$ cat config.mk
export PLATFORM = sky130hd
export DESIGN_NAME = fetch_unit
export DESIGN_NICKNAME = d
export VERILOG_FILES = /design/src/rtl/fetch_unit.sv
export SDC_FILE = /design/constraint.sdc
export NUM_CORES = 1
export LEC_CHECK = 0
export ABC_AREA = 1
export BUFFER_PORTS_ARGS = -buffer_cell sky130_fd_sc_hd__buf_2
export CAP_MARGIN = 40
export CORE_MARGIN = 2
export CORE_UTILIZATION = 54
export CTS_BUF_LIST = sky130_fd_sc_hd__clkbuf_8
export CTS_CLUSTER_DIAMETER = 40
export DETAILED_ROUTE_END_ITERATION = 10
export PLACE_DENSITY = 0.83
export SYNTH_ARGS = -nofsm -noshare
export SYNTH_HDL_FRONTEND = slang
export SYNTH_SLANG_ARGS = --single-unit
$ cat constraint.sdc
create_clock -name clk -period 1.69 [get_ports clk]
set_input_delay 0.0845 -clock clk [delete_from_list [all_inputs] [get_ports clk]]
set_output_delay 0.0845 -clock clk [all_outputs]
set_load 0.02 [all_outputs]
$ cat src/rtl/fetch_unit.sv
// Instruction fetch stage in front of a word-addressed instruction memory.
// Holds the PC and issues one read at a time. Captures the returned word one
// cycle later and offers it, with its PC, to decode over a valid/ready
// handshake. A redirect reloads the PC and discards any read in flight.
//
// Ports:
//   clk            system clock, rising-edge active
//   resetn         asynchronous active-low reset
//   mem_addr       byte address to memory (always the PC, word aligned)
//   mem_rstrb      read request, data returns after the next rising edge
//   mem_rdata      word returned by memory
//   instr          captured instruction word
//   instr_pc       address instr was fetched from
//   instr_valid    instr/instr_pc valid for decode
//   instr_ready    decode accepts instr when high together with instr_valid
//   redirect_valid load redirect_pc as the new PC this cycle
//   redirect_pc    redirect target, low two bits ignored
//   fetch_count    instructions accepted by decode, wraps modulo 2^32
module fetch_unit #(
  parameter logic [31:0] RESET_ADDR = 32'h0000_0000
) (
  input  logic        clk,
  input  logic        resetn,
  output logic [31:0] mem_addr,
  output logic        mem_rstrb,
  input  logic [31:0] mem_rdata,
  output logic [31:0] instr,
  output logic [31:0] instr_pc,
  output logic        instr_valid,
  input  logic        instr_ready,
  input  logic        redirect_valid,
  input  logic [31:0] redirect_pc,
  output logic [31:0] fetch_count
);

  typedef enum logic [1:0] {
    StIdle  = 2'd0,
    StFetch = 2'd1,
    StWait  = 2'd2,
    StHold  = 2'd3
  } state_e;

  state_e      state_q, state_d;
  logic [31:0] pc_q, pc_d;
  logic [31:0] instr_q, instr_d;
  logic [31:0] instr_pc_q, instr_pc_d;
  logic [31:0] count_q, count_d;

  always_ff @(posedge clk or negedge resetn) begin
    if (!resetn) begin
      state_q    <= StIdle;
      pc_q       <= RESET_ADDR;
      instr_q    <= 32'h0;
      instr_pc_q <= 32'h0;
      count_q    <= 32'h0;
    end else begin
      state_q    <= state_d;
      pc_q       <= pc_d;
      instr_q    <= instr_d;
      instr_pc_q <= instr_pc_d;
      count_q    <= count_d;
    end
  end

  always_comb begin
    state_d    = state_q;
    pc_d       = pc_q;
    instr_d    = instr_q;
    instr_pc_d = instr_pc_q;
    count_d    = count_q;

    unique case (state_q)
      StIdle:  state_d = StFetch;
      StFetch: state_d = StWait;
      StWait: begin
        instr_d    = mem_rdata;
        instr_pc_d = pc_q;
        state_d    = StHold;
      end
      StHold: begin
        if (instr_ready) begin
          pc_d    = pc_q + 32'd4;
          count_d = count_q + 32'd1;
          state_d = StFetch;
        end
      end
      default: state_d = StIdle;
    endcase

    // Redirect wins over everything except the accept count: an instruction
    // handed to decode in the same cycle still counts as consumed.
    if (redirect_valid) begin
      pc_d       = redirect_pc & ~32'd3;
      state_d    = StFetch;
      instr_d    = instr_q;
      instr_pc_d = instr_pc_q;
    end
  end

  assign mem_addr    = pc_q;
  assign mem_rstrb   = (state_q == StFetch);
  assign instr       = instr_q;
  assign instr_pc    = instr_pc_q;
  assign instr_valid = (state_q == StHold);
  assign fetch_count = count_q;

endmodule
==> metrics.txt <==
Post-synth top flop=dfrtp_1; Reg area=3150 um^2; Clock Skew=0.00846 ns; Layout Cells excl Fill=1,247; Die Y-Extent=114 um; Cells after DPL=1,149; I/O Pins=198; die area=13,100 um^2; Port Buffers=191; Core Util, Final=0.747; Syn-to-layout area delta=36.1%; Longest Clk Path Bufs=2; CTS tree=yes; TritonCTS Buffers=17; crit path capture type=flop; crit path from=fetch_count[1]; # rows=40; total track usage=0.287; placed instance area=7800 um^2; fmax=0.635 GHz; clk root buf=clkbuf_8; minimum clock period=1.58 ns; Starting Density=0.549; top-count cell post-synth=nand2_1; clock slew at reported path FFs=0.07 ns; Worst Hold Class=in -> async; initial antenna violation count=0; final number of setup-violating endpoints=0; Post-Route WL=18,400 um; kind of critical path=reg -> reg; power per cell area=1300 nW/um^2; worst-skew pair later-pin latency=0.45 ns; design area=8940 um^2; Synth area leader=dfrtp_1; commonest cells in the netlist=nand2_1, dfrtp_1, inv_1; Max-cap violations=0; syn_area_per_cell=8.10 um^2; worst path arrival time=1.91 ns; part of the cycle the worst path needs=0.932; RSZ-0062 raised after global routing=true; Worst Path Max Fanout=5; register area share after synthesis=0.480; Multi-input gate area=3030 um^2; Antenna Nets Post-Route=0; worst r2r path cells=9; Final Max Slew Viols=0; Worst VDD drop=0.000831 V; global placement routability congestion=0.944; area of the mapped netlist=6570 um^2; Starting DRT DRC Count=461; Synth Instances=811; ys async rst share=1.00; cell leakage power=4.65 nW; Setup crit start kind=flop; Synth area leaders=dfrtp_1, nand2_1, mux2_2, inv_1, nor2_1; Final nets=1,161; core box area=12,000 um^2; Netlist cell types=34; Worst Path Required=2.02 ns; Yosys Warn Count=0; Critical Path End=fetch_count[20]; Clock Sinks=126; via count=6,345; Final Hold Vio Count=0; # diodes=0; Fillers=874; first-pass GRT wire length=29,100 um; Final HPWL DP=12,600 um; DRC viols=0; H-tree Lvls=4; Post-synth EDFFs=0; Avg WL per Cell=14.8 um; r2r setup slk=0.11 ns; FF-to-FF Start=fetch_count[1]; Initial DRT Pass Iterations=5; vias per cell=5.09; grt ovf=0; share of the synthesized area in the top cell type=0.480; largest net degree at the start of global routing=52; vias in the first global route=6,176; Chip Width=114 um; share of layout cells above drive strength 1=0.291; status=completed; R2R Path End=fetch_count[20]; Yosys reg bits=126
-- critical path, cell delays in order, from the launching register on --
cell     delay [ns]
dfrtp_1        0.42
ha_1           0.20
buf_4          0.13
inv_1          0.05
nor2_2         0.14
nand3_2        0.14
nor2_4         0.17
nand3_1        0.09
nand2_1        0.07
nand2_1        0.05
-- cells in the final DEF, fill, tap and decap left out, drive strengths merged --
cell,synthesis,routed
o21ai,53,53
and2,3,3
o21bai,2,2
mux2,34,34
nor3,3,3
o211ai,3,3
xor2,20,20
clkbuf,7,21
xnor2,7,7
a31oi,1,1
ha,6,6
o221ai,2,2
nand2,276,276
nor2,95,95
clkinvlp,0,2
clkinv,0,5
bufinv,0,3
nand3b,1,1
buf,16,212
conb,1,4
inv,89,90
o31ai,1,1
dlygate4sd3,0,65
nand3,51,51
nand4,9,9
dfrtp,126,126
a21oi,5,5
-- how the worst min path moves through the flow --
stage | depth (start not counted) | end
6_report | 2 | fetch_count[25]
5_1_grt | 2 | fetch_count[25]
4_1_cts | 2 | fetch_count[25]
3_5_place_dp | 1 | fetch_count[25]
3_3_place_gp | 1 | fetch_count[25]
2_1_floorplan | 0 | fetch_count[0]
-- area by class of cell --
type | count | area share
timing repair buffer | 277 | 0.202
clock inverter | 11 | 0.0157
multi-input combinational | 576 | 0.339
tap | 147 | 0.0206
clock buffer | 21 | 0.0323
sequential | 126 | 0.353
inverter | 89 | 0.0379
-- per-stage QoR --
stage | power [mW] | setup TNS (ns) | hold slack, ns | setup slack (ns)
5_1_grt | 12.2 | -0.0268 | 0.160 | -0.0192
2_1_floorplan | 7.01 | 0 | -0.211 | 0.0610
4_1_cts | 11.5 | 0 | 0.124 | 0.0446
6_report | 11.6 | 0 | 0.135 | 0.114
3_5_place_dp | 8.62 | 0 | 0.0734 | 0.0611
3_3_place_gp | 8.48 | 0 | 0.0739 | 0.112
-- repair_timing --
item | in CTS | in global routing
buffers inserted | 0 | 1
hold endpoints to repair | 189 | 0
gates resized for setup | 0 | 14
hold buffers | 65 | 0
setup endpoints to repair | 0 | 14
-- registers in the layout (all words and copies together), names as in the netlist --
signal       count
instr_pc        30
state_q          2
fetch_count     32
instr           32
mem_addr        30
-- logic make-up (layout without fill, tap and decap cells) --
logic type	Yosys count	in the layout	share of synthesized area
other cells	1	4	0.000571
xor+xnor	27	27	0.0371
fa+ha+maj	6	6	0.0114
buf+inv	112	398	0.0682
simple gates	438	438	0.290
compound gates	67	67	0.0547
flops	126	126	0.480
mux	34	34	0.0583
-- layer usage --
| layer | share of wire | up-vias | global-route usage |
|---|---|---|---|
| met5 | 0 | - | 0 |
| met4 | 0.030 | 0 | 0.135 |
| met3 | 0.078 | 50 | 0.0805 |
| met2 | 0.49 | 295 | 0.482 |
| met1 | 0.41 | 2917 | 0.342 |
| li1 | - | 3083 | - |
-- power breakdown --
part | total [mW] | switching [mW] | internal [mW]
Sequential | 4.55 | 0.642 | 3.90
Clock | 2.80 | 1.19 | 1.60
Combinational | 4.25 | 2.64 | 1.60
Note: power is estimated with default switching activity, not from simulation.
